===== config.mk =====
export PLATFORM = sky130hd
export DESIGN_NAME = qed_duplicator_flat
export DESIGN_NICKNAME = d
export VERILOG_FILES = /design/src/rtl/qed_pkg.sv /design/src/rtl/qed_duplicator_if.sv /design/src/rtl/qed_fifo.sv /design/src/rtl/qed_duplicator.sv /design/src/flat_wrapper.sv
export SDC_FILE = /design/constraint.sdc
export NUM_CORES = 1
export LEC_CHECK = 0
export ABC_AREA = 1
export ABC_CLOCK_PERIOD_IN_PS = 4900
export CORE_MARGIN = 2
export CORE_UTILIZATION = 60
export DETAILED_ROUTE_END_ITERATION = 8
export PLACE_DENSITY_LB_ADDON = 0.08
export SKIP_LAST_GASP = 1
export SLEW_MARGIN = 20
export SYNTH_ARGS = -nofsm -noshare
export SYNTH_HDL_FRONTEND = slang
export SYNTH_HIERARCHICAL = 1
export SYNTH_SLANG_ARGS = --single-unit

===== constraint.sdc =====
create_clock -name clk -period 4.9 [get_ports clk]
set_input_delay 0.98 -clock clk [delete_from_list [all_inputs] [get_ports clk]]
set_output_delay 0.98 -clock clk [all_outputs]
set_load 0.02 [all_outputs]

===== src/rtl/qed_pkg.sv =====
// Shared state type, opcode constants and instruction helpers for the SQED duplicator.
// QED_MEM_DUP_EN: also record and duplicate loads/stores whose base register is x0.
package qed_pkg;

   typedef enum logic [1:0] {ORIG, DUP, DONE} qed_state_e;

   localparam logic [6:0] OPC_R     = 7'b0110011;
   localparam logic [6:0] OPC_I     = 7'b0010011;
   localparam logic [6:0] OPC_LOAD  = 7'b0000011;
   localparam logic [6:0] OPC_STORE = 7'b0100011;
   localparam logic [6:0] OPC_NOP   = 7'b1111111;

   localparam logic [31:0] QED_NOP     = 32'h0000007F;
   localparam int unsigned REG_DUP_BIT = 4;

   localparam int unsigned RD_LSB  = 7;
   localparam int unsigned RS1_LSB = 15;
   localparam int unsigned RS2_LSB = 20;

   // Registers are constrained below 16, so OR-ing bit 4 of a field is a +16 remap.
   localparam logic [31:0] RD_DUP  = 32'd1 << (RD_LSB + REG_DUP_BIT);
   localparam logic [31:0] RS1_DUP = 32'd1 << (RS1_LSB + REG_DUP_BIT);
   localparam logic [31:0] RS2_DUP = 32'd1 << (RS2_LSB + REG_DUP_BIT);

`ifdef QED_MEM_DUP_EN
   localparam logic [31:0] LD_IMM_DUP = 32'd1 << 26;
   localparam logic [31:0] ST_IMM_DUP = 32'd1 << 25;
`endif

   function automatic logic is_recorded(input logic [31:0] instr);
      logic rec;
      rec = 1'b0;
      case (instr[6:0])
         OPC_R, OPC_I:        rec = 1'b1;
`ifdef QED_MEM_DUP_EN
         OPC_LOAD, OPC_STORE: rec = (instr[19:15] == 5'd0);
`else
         OPC_LOAD, OPC_STORE: rec = 1'b0;
`endif
         default:             rec = 1'b0;
      endcase
      return rec;
   endfunction

   // Originals that are neither recorded nor NOP reach the decoder as the canonical NOP.
   function automatic logic [31:0] forward(input logic [31:0] instr);
      return (is_recorded(instr) || (instr[6:0] == OPC_NOP)) ? instr : QED_NOP;
   endfunction

   function automatic logic [31:0] dup_xform(input logic [31:0] instr);
      logic [31:0] x;
      x = instr;
      case (instr[6:0])
         OPC_R:     x = instr | RD_DUP | RS1_DUP | RS2_DUP;
         OPC_I:     x = instr | RD_DUP | RS1_DUP;
`ifdef QED_MEM_DUP_EN
         OPC_LOAD:  x = instr | RD_DUP | LD_IMM_DUP;
         OPC_STORE: x = instr | RS2_DUP | ST_IMM_DUP;
`else
         OPC_LOAD, OPC_STORE: x = instr;
`endif
         default:   x = instr;
      endcase
      return x;
   endfunction

endpackage


===== src/rtl/qed_duplicator_if.sv =====
// Fetch, decode and commit signals between the environment and the SQED duplicator.
interface qed_duplicator_if;
   logic [31:0] ifu_instr;
   logic        ifu_valid;
   logic        ifu_ready;
   logic        exec_dup;
   logic [31:0] qed_instr;
   logic        qed_valid;
   logic        qed_is_dup;
   logic        dec_ready;
   logic        commit_valid;
   logic        commit_is_dup;
   logic        qed_ready;

   modport master (
      output ifu_instr, ifu_valid, exec_dup, dec_ready, commit_valid, commit_is_dup,
      input  ifu_ready, qed_instr, qed_valid, qed_is_dup, qed_ready
   );

   modport slave (
      input  ifu_instr, ifu_valid, exec_dup, dec_ready, commit_valid, commit_is_dup,
      output ifu_ready, qed_instr, qed_valid, qed_is_dup, qed_ready
   );
endinterface


===== src/rtl/qed_fifo.sv =====
// Synchronous DEPTH x WIDTH FIFO holding recorded originals; pushes when full and pops when empty are ignored.
module qed_fifo #(
   parameter int unsigned DEPTH = 8,
   parameter int unsigned WIDTH = 32
) (
   input  logic                   clk,
   input  logic                   rst_n,
   input  logic                   push,
   input  logic                   pop,
   input  logic [WIDTH-1:0]       wdata,
   output logic [WIDTH-1:0]       rdata,
   output logic                   full,
   output logic                   empty,
   output logic [$clog2(DEPTH):0] count
);

   localparam int unsigned AW = $clog2(DEPTH);

   logic [WIDTH-1:0] mem [DEPTH];
   logic [AW-1:0]    wptr;
   logic [AW-1:0]    rptr;
   logic             do_push;
   logic             do_pop;

   assign full    = (count == (AW+1)'(DEPTH));
   assign empty   = (count == '0);
   assign do_push = push && !full;
   assign do_pop  = pop && !empty;
   assign rdata   = mem[rptr];

   always_ff @(posedge clk) begin
      if (do_push) mem[wptr] <= wdata;
   end

   always_ff @(posedge clk or negedge rst_n) begin
      if (!rst_n) begin
         wptr  <= '0;
         rptr  <= '0;
         count <= '0;
      end else begin
         if (do_push) wptr <= wptr + 1'b1;
         if (do_pop)  rptr <= rptr + 1'b1;
         case ({do_push, do_pop})
            2'b10:   count <= count + 1'b1;
            2'b01:   count <= count - 1'b1;
            default: count <= count;
         endcase
      end
   end

endmodule


===== src/rtl/qed_duplicator.sv =====
// SQED duplicator: forwards and records originals, replays them with remapped registers, flags the check point.
// QED_MEM_DUP_EN (see qed_pkg) extends recording and duplication to x0-based loads/stores.
module qed_duplicator
   import qed_pkg::*;
#(
   parameter int unsigned DEPTH = 8
) (
   input logic             clk,
   input logic             rst_n,
   qed_duplicator_if.slave io
);

   localparam int unsigned    CW      = $clog2(DEPTH) + 1;
   localparam logic [CW-1:0]  CNT_MAX = CW'(DEPTH);

   qed_state_e    state_q, state_d;

   logic          fifo_push;
   logic          fifo_pop;
   logic [31:0]   fifo_rdata;
   logic          fifo_full;
   logic          fifo_empty;
   logic [CW-1:0] fifo_count;

   logic [31:0]   qed_instr_q;
   logic          qed_valid_q;
   logic          qed_is_dup_q;
   logic          qed_ready_q;

   logic          out_free;
   logic          ready_c;
   logic          out_en;
   logic [31:0]   out_instr;
   logic          out_valid;
   logic          out_dup;

   logic [CW-1:0] n_enq;
   logic [CW-1:0] n_orig_c;
   logic [CW-1:0] n_dup_c;

   qed_fifo #(
      .DEPTH (DEPTH),
      .WIDTH (32)
   ) u_fifo (
      .clk   (clk),
      .rst_n (rst_n),
      .push  (fifo_push),
      .pop   (fifo_pop),
      .wdata (io.ifu_instr),
      .rdata (fifo_rdata),
      .full  (fifo_full),
      .empty (fifo_empty),
      .count (fifo_count)
   );

   assign out_free = !qed_valid_q || io.dec_ready;

   always_ff @(posedge clk or negedge rst_n) begin
      if (!rst_n) state_q <= ORIG;
      else        state_q <= state_d;
   end

   always_comb begin
      state_d   = state_q;
      ready_c   = 1'b0;
      fifo_push = 1'b0;
      fifo_pop  = 1'b0;
      out_en    = 1'b0;
      out_instr = qed_instr_q;
      out_valid = 1'b0;
      out_dup   = 1'b0;
      case (state_q)
         ORIG: begin
            ready_c = !fifo_full && !io.exec_dup && out_free;
            if (out_free) begin
               out_en = 1'b1;
               if (io.ifu_valid && ready_c) begin
                  out_instr = forward(io.ifu_instr);
                  out_valid = 1'b1;
                  fifo_push = is_recorded(io.ifu_instr);
               end
            end
            // The DEPTH-th push and the switch to replay share one edge.
            if (io.exec_dup)
               state_d = fifo_empty ? DONE : DUP;
            else if (fifo_push && (fifo_count == CNT_MAX - 1'b1))
               state_d = DUP;
         end
         DUP: begin
            if (out_free) begin
               out_en = 1'b1;
               if (!fifo_empty) begin
                  fifo_pop  = 1'b1;
                  out_instr = dup_xform(fifo_rdata);
                  out_valid = 1'b1;
                  out_dup   = 1'b1;
               end
            end
            if (fifo_empty || (fifo_pop && (fifo_count == CW'(1))))
               state_d = DONE;
         end
         DONE: begin
            if (out_free) begin
               out_en    = 1'b1;
               out_instr = QED_NOP;
               out_valid = 1'b1;
            end
         end
         default: state_d = ORIG;
      endcase
   end

   always_ff @(posedge clk or negedge rst_n) begin
      if (!rst_n) begin
         qed_instr_q  <= '0;
         qed_valid_q  <= 1'b0;
         qed_is_dup_q <= 1'b0;
      end else if (out_en) begin
         qed_instr_q  <= out_instr;
         qed_valid_q  <= out_valid;
         qed_is_dup_q <= out_dup;
      end
   end

   always_ff @(posedge clk or negedge rst_n) begin
      if (!rst_n) begin
         n_enq    <= '0;
         n_orig_c <= '0;
         n_dup_c  <= '0;
      end else begin
         if (fifo_push && (n_enq < CNT_MAX))
            n_enq <= n_enq + 1'b1;
         if (io.commit_valid && !io.commit_is_dup && (n_orig_c < CNT_MAX))
            n_orig_c <= n_orig_c + 1'b1;
         if (io.commit_valid && io.commit_is_dup && (n_dup_c < CNT_MAX))
            n_dup_c <= n_dup_c + 1'b1;
      end
   end

   always_ff @(posedge clk or negedge rst_n) begin
      if (!rst_n) qed_ready_q <= 1'b0;
      else        qed_ready_q <= (state_q == DONE) && (n_enq != '0) &&
                                 (n_orig_c == n_enq) && (n_dup_c == n_enq);
   end

   assign io.ifu_ready  = ready_c;
   assign io.qed_instr  = qed_instr_q;
   assign io.qed_valid  = qed_valid_q;
   assign io.qed_is_dup = qed_is_dup_q;
   assign io.qed_ready  = qed_ready_q;

endmodule


===== src/flat_wrapper.sv =====
// flat-port wrapper written by rule: the top's interface ports become plain ports
module qed_duplicator_flat import qed_pkg::*;
#(
   parameter int unsigned DEPTH = 8
)
  (clk, rst_n, io_ifu_instr, io_ifu_valid, io_exec_dup, io_dec_ready, io_commit_valid, io_commit_is_dup, io_ifu_ready, io_qed_instr, io_qed_valid, io_qed_is_dup, io_qed_ready);
  qed_duplicator_if io_i ();
  input logic clk;
  input logic rst_n;
  input wire logic [$bits(io_i.ifu_instr)-1:0] io_ifu_instr;
  input wire logic [$bits(io_i.ifu_valid)-1:0] io_ifu_valid;
  input wire logic [$bits(io_i.exec_dup)-1:0] io_exec_dup;
  input wire logic [$bits(io_i.dec_ready)-1:0] io_dec_ready;
  input wire logic [$bits(io_i.commit_valid)-1:0] io_commit_valid;
  input wire logic [$bits(io_i.commit_is_dup)-1:0] io_commit_is_dup;
  output wire logic [$bits(io_i.ifu_ready)-1:0] io_ifu_ready;
  output wire logic [$bits(io_i.qed_instr)-1:0] io_qed_instr;
  output wire logic [$bits(io_i.qed_valid)-1:0] io_qed_valid;
  output wire logic [$bits(io_i.qed_is_dup)-1:0] io_qed_is_dup;
  output wire logic [$bits(io_i.qed_ready)-1:0] io_qed_ready;
  assign io_i.ifu_instr = io_ifu_instr;
  assign io_i.ifu_valid = io_ifu_valid;
  assign io_i.exec_dup = io_exec_dup;
  assign io_i.dec_ready = io_dec_ready;
  assign io_i.commit_valid = io_commit_valid;
  assign io_i.commit_is_dup = io_commit_is_dup;
  assign io_ifu_ready = io_i.ifu_ready;
  assign io_qed_instr = io_i.qed_instr;
  assign io_qed_valid = io_i.qed_valid;
  assign io_qed_is_dup = io_i.qed_is_dup;
  assign io_qed_ready = io_i.qed_ready;
  qed_duplicator #(.DEPTH(DEPTH)) u_core (.clk(clk), .rst_n(rst_n), .io(io_i));
endmodule

==> flow_summary.toml, run 1 <==
[run_status]
status = "completed"

[clock_tree]
numCtsBuffers = 34
clk_pin_slew_worst_paths_ns = 0.06
cts.path.max_buffers = 3
ctsResizeCount = 0
clock_latency_ns = 0.50
cts.htree.levels = 2
tritoncts = "yes"
cts_post_setup_buffers_inserted = 0
hold_buffers = 0
cts.sinks = 315
clockRootBuffer = "clkbuf_16"

[timing]
setup-tns-final_ns = 0
fin_crit_ns = 3.67
relSlewSlack = 0.263
rsz0062_at_grt = "false"
layout_setup_ws_ns = 1.23
fmax_ghz = 0.272
setup_violations = 0
drv_slew = 0
tightest_slew_ns = 1.11
hold_viol = 0
clock_skew_ns = 0.00877
period_share = 0.749

[job]
cap_violations = 0

[synth]
synthFlopType = "edfxtp_1"
syn-instance-count = 1582
avgSynthCellArea_um2 = 9.16
synth-xor-area-share = 0.00725
ys_warn_count = 6
ys_seq_elements = 315
synth_compound_area_frac = 0.0190
synth.area.mux_share = 0.000777
synth-simple-area-share = 0.254
synth_edf_count = 256
synthesis.area_um2 = 14500
synthAdderAreaFrac = 0.0126
synth_top_family_by_area = "simple AND/OR/NAND/NOR gates"
syn_nets = 1635
ys_types = 34
ys_seq_area_frac = 0.632
synth-async-reset-ratio = 0.187

[die]
io_pins = 75
die_x_um = 159
start_util = 0.614
die_area_um2 = 25400
fp.coreArea_um2 = 23600
std_cell_rows = 56
die_h_um = 159

[power_and_ir_drop]
irDropWorstVdd_v = 0.000406
power_density_nw_per_um2 = 429
leakage_nw = 7.18

[worst_setup_path]
cp-start-kind = "input pin"
endpoint_kind = "register"
required_ns = 5.29
path_class = "in2reg"
critPathMaxFanout = 13
arrival_ns = 4.06

[route]
wl_per_cell_um = 16.1
dr.pass1.iters = 5
drtIter0Drc = 904
routed_wirelength_um = 32100
viasPerCell = 5.14
num_vias = 10200
drc = 0
antenna_left = 0

[global_routing]
antenna_found_initial = 0
grt_pass1_wl_um = 51300
grt_max_degree = 109
grt_pass1_vias = 9960
grt.total_usage = 0.256
overflow = 0

[layout]
diodes = 0
syn_to_final_growth_pct = 14.5
post-route-cell-area_um2 = 16600
drive_above_1_share = 0.0627
nets = 1702

[placement]
hpwlAfterDp_um = 18500
place_area_um2 = 15400
io_buffer_count = 74
gp_congestion = 0.809
pre_cts_ws_ns = 0.758

[min_path]
hold_class = "reg2reg"
[synthesized netlist by cell type (all sizes together) (7+ instances only)]
cell type,n,area share
a21oi,7,0.0024
nand2,624,0.16
buf,53,0.026
xor2,7,0.0042
clkbuf,11,0.0028
nor2,285,0.076
dfrtp,59,0.10
nand3,20,0.0073
ha,13,0.011
edfxtp,256,0.53
inv,176,0.046
nor3,11,0.0038
o21ai,38,0.013
nand4,7,0.0030
[path summary, 6_finish.rpt]
| kind | start | endpoint | slack (ns) | cells after the start |
|---|---|---|---|---|
| setup / recovery | io_ifu_instr[1] | u_core/u_fifo/count[3] | 1.23 | 13 |
| hold / removal | u_core/n_orig_c[2] | u_core/n_orig_c[2] | 0.47 | 1 |
| setup reg to reg | u_core/u_fifo/count[1] | u_core/u_fifo/count[3] | 1.70 | 16 |
| hold reg to reg | u_core/n_orig_c[2] | u_core/n_orig_c[2] | 0.47 | 1 |
| max in group asynchronous | rst_n | u_core/io.qed_instr[9] | 3.42 | 2 |
| min in group asynchronous | rst_n | u_core/n_dup_c[2] | 0.59 | 1 |
[layer usage]
layer / vias up / part of all wire / track usage
li1: 5058 / - / -
met1: 4820 / 0.42 / 0.337
met2: 301 / 0.49 / 0.441
met3: 61 / 0.056 / 0.0365
met4: 0 / 0.027 / 0.0839
met5: - / 0 / 0
[sequential cells by signal, indices dropped and copies added, names as in the netlist]
register and cells:
u_core/u_fifo/mem 256, u_core/io.qed_instr 32, u_core/n_dup_c 4, u_core/n_enq 4, u_core/n_orig_c 4, u_core/u_fifo/count 4, u_core/u_fifo/rptr 3, u_core/u_fifo/wptr 3
u_core/state_q 2, u_core/io.qed_is_dup 1, u_core/io.qed_ready 1, u_core/io.qed_valid 1
[cell usage in the layout, fill, tap and decap left out, types with 3 or more instances in the layout]
cell type	netlist	layout
buf_4	5	20
nand4_1	7	7
nand3_1	19	19
ha_1	13	13
nand2_1	616	616
clkdlybuf4s50_1	0	73
bufinv_16	0	4
edfxtp_1	256	256
inv_1	173	173
nand2_2	8	8
nor3_1	11	3
xnor2_1	5	5
clkbuf_16	0	38
o21ai_0	37	37
xor2_1	7	7
clkbuf_1	11	6
dfrtp_1	59	57
clkinv_2	0	5
nor2_2	5	5
inv_2	3	3
nor3_2	0	8
nor2_1	278	278
clkinv_1	0	7
a21oi_1	7	7
[through the flow]
stage | instances | power (mW) | utilization | hold slack, ns
2_1_floorplan | 1582 | 4.05 | - | 0.442
3_3_place_gp | 1932 | 4.52 | 0.654 | 0.455
3_5_place_dp | 1932 | 4.54 | 0.654 | 0.462
4_1_cts | 1994 | 7.17 | 0.703 | 0.477
5_1_grt | 1994 | 7.43 | 0.703 | 0.506
6_report | 1994 | 7.12 | 0.703 | 0.473
[power breakdown]
part / internal (mW) / switching, mW
registers: 3.03 / 0.106
logic: 0.475 / 0.892
clock network: 1.63 / 0.989
total: 5.13 / 1.99
[worst max-delay path, stage by stage]
cell             delay, ns
clkdlybuf4s50_1       0.69
nand2_1               0.15
nor2_2                0.20
nand3_1               0.15
nor2_1                0.19
nand2_1               0.38
ha_1                  0.43
ha_1                  0.34
or2_2                 0.31
nand2_1               0.08
nand2_1               0.05
nand3_1               0.06
nand2_1               0.05
[cell families after synthesis]
family	after synthesis
multiplexers	1
flip-flops	315
buffers and inverters	240
XOR/XNOR	12
AND/OR/NAND/NOR	950
AO/OA/AOI/OAI	50
adder cells (fa/ha/maj)	14
[layout make-up]
cell class	instances	area (um2)
clock inverter	17	179
timing repair buffer	95	906
fill	1808	7010
sequential	315	9170
tap	319	399
clock buffer	45	987
inverter	176	661
multi-input combinational	1027	4300
Note: power is estimated with default switching activity, not from simulation.
==> inputs of run 2 (changes only) <==
--- a/config.mk
+++ b/config.mk
@@ -6,9 +6,9 @@
 export NUM_CORES = 1
 export LEC_CHECK = 0
 export ABC_AREA = 1
-export ABC_CLOCK_PERIOD_IN_PS = 4900
+export ABC_CLOCK_PERIOD_IN_PS = 3220
 export CORE_MARGIN = 2
-export CORE_UTILIZATION = 60
+export CORE_UTILIZATION = 54
 export DETAILED_ROUTE_END_ITERATION = 8
 export PLACE_DENSITY_LB_ADDON = 0.08
 export SKIP_LAST_GASP = 1
==> constraint.sdc (replaced) <==
create_clock -name clk -period 3.22 [get_ports clk]
set_input_delay 0.644 -clock clk [delete_from_list [all_inputs] [get_ports clk]]
set_output_delay 0.644 -clock clk [all_outputs]
set_load 0.02 [all_outputs]
==> run 2 against run 1 <==
Effect of this change: critical endpoint is now io_ifu_ready; global-route usage is 2.3 points lower; clock power is 44% higher; cell area is 0.94% higher; clock-buffer cell count is 3 lower; worst setup slack worse by 0.81 ns; sequential share of layout area is 0.52 points lower; sequential power is 52% higher; critical path type is now reg2out; first-iteration DRC count is 13% lower.
==> flow_summary.toml, run 2 (synthesis gave the netlist of run 1 again) <==
[run_status]
status = "completed"

[power_and_ir_drop]
irDropWorstVdd_v = 0.000481
leakage_nw = 7.27
power_density_nw_per_um2 = 636
report.power.total_mw = 10.7

[route]
antenna_left = 0
wl_per_cell_um = 15.7
drtIter0Drc = 791
drc = 0
num_vias = 10100
dr.pass1.iters = 5
routed_wirelength_um = 31800
viasPerCell = 4.96

[clock_tree]
cts.sinks = 315
clk_pin_slew_worst_paths_ns = 0.06
tritoncts = "yes"
clock_latency_ns = 0.51
cts_post_setup_buffers_inserted = 0
numCtsBuffers = 35
cts.path.max_buffers = 3
clockRootBuffer = "clkbuf_16"
hold_buffers = 0
cts.htree.levels = 2
ctsResizeCount = 0

[die]
die_h_um = 168
die_area_um2 = 28200
io_pins = 75
start_util = 0.553
std_cell_rows = 59
die_x_um = 168
fp.coreArea_um2 = 26200

[timing]
relSlewSlack = 0.406
period_share = 0.871
clock_skew_ns = 0.0169
fmax_ghz = 0.356
rsz0062_at_grt = "false"
drv_slew = 0
layout_setup_ws_ns = 0.414
tightest_slew_ns = 0.892
fin_crit_ns = 2.81
holdWs_ns = 0.225
setup_violations = 0
hold_viol = 0

[layout]
layout_common_cells = "nand2_1, nor2_1, edfxtp_1"
nets = 1728
syn_to_final_growth_pct = 15.6
seqCellArea_um2 = 9170
drive_above_1_share = 0.0754
largest_reg_flops = 256
largest-register = "u_core/u_fifo/mem"
post-route-cell-area_um2 = 16800
diodes = 0
mostFrequentLayoutCell = "nand2_1"
multi_input_area_um2 = 4300
n_fill_cell = 2162

[global_routing]
antenna_found_initial = 0
grt_pass1_wl_um = 51200
grt.total_usage = 0.233
grt_max_degree = 113
overflow = 0
grt_pass1_vias = 9779

[worst_setup_path]
cpMostUsedCell = "nor2_1"
critPathMaxFanout = 6
cp_num_buf_inv = 2
arrival_ns = 2.16
cp-start-kind = "register"
crit_path_cell_trace = "nor2_1 > nand3_1 > inv_1 > nor2_2 > nand2_1 > nor2_1 > clkdlybuf4s50_1"
crit_slowest_cell = "clkdlybuf4s50_1"
path_class = "reg2out"
reg2regPathDepth = 16
endpoint_kind = "output pin"
crit-reg2reg-launch = "u_core/u_fifo/count[0]"
required_ns = 2.58
path_delay_family = "buffers and inverters"
timing.rr.end = "u_core/u_fifo/count[3]"
r2r_setup_slack_ns = 0.56
slowest_delay_ns = 0.61

[placement]
hpwlAfterDp_um = 19300
gp_congestion = 0.828
io_buffer_count = 74
pre_cts_ws_ns = 0.207
place_area_um2 = 15700

[min_path]
hold_class = "in2async"

[job]
cap_violations = 0
## run 2: changes by cell type in the layout (fill, tap and decap cells not counted), sizes merged
cell	previous run	this run
buf	22	47
bufinv	4	3
clkbuf	45	42
clkinvlp	1	2
inv	176	177
## run 2: final cells by class
cell class | instances | area share
multi-input cells | 1027 | 0.257
inverters | 176 | 0.0394
clock inverters | 18 | 0.00986
well taps | 335 | 0.0250
clock buffers | 42 | 0.0544
flip-flops and latches | 315 | 0.547
repair buffers | 120 | 0.0675
## run 2: worst reg2reg max path, delay by kind of cell (launching register included)
kind	cells	cell delay, ns
flops	1	0.44
buf+inv	2	0.15
fa+ha+maj	2	0.61
simple gates	12	1.37
## run 2: how the worst max path moves through the flow
| stage | endpoint | slack [ns] | cells past startpoint | from |
|---|---|---|---|---|
| after global routing | io_ifu_ready | 0.25 | 7 | u_core/u_fifo/count[1] |
| after floorplan | u_core/u_fifo/mem[4][0] | -0.88 | 8 | io_exec_dup |
| after CTS | io_ifu_ready | 0.40 | 7 | u_core/u_fifo/count[0] |
| final | io_ifu_ready | 0.41 | 7 | u_core/u_fifo/count[0] |
| after global placement | u_core/u_fifo/count[3] | 0.26 | 14 | io_exec_dup |
| after detailed placement | u_core/u_fifo/count[3] | 0.21 | 14 | io_exec_dup |
## run 2: metrics by stage
step           std cells  setup TNS, ns  utilization
2_1_floorplan       1582        -225.97            -
3_3_place_gp        1973              0        0.598
3_5_place_dp        1973              0        0.598
4_1_cts             2033              0        0.639
5_1_grt             2033              0        0.639
6_report            2033              0        0.639
## run 2: report_power, final
| group | switching, mW | total, mW | leakage [nW] | internal, mW |
|---|---|---|---|---|
| combinational | 1.38 | 2.13 | 3.69 | 0.750 |
| clock | 1.52 | 3.77 | 0.523 | 2.25 |
| sequential | 0.151 | 4.76 | 3.05 | 4.61 |
| total | 3.04 | 10.7 | 7.27 | 7.61 |
## run 2: metal layers
metal | vias to the layer above | part of all wire | track usage
met5 | - | 0 | 0
met4 | 0 | 0.028 | 0.0745
met3 | 55 | 0.051 | 0.0381
met2 | 231 | 0.47 | 0.384
met1 | 4680 | 0.45 | 0.319
li1 | 5118 | - | -
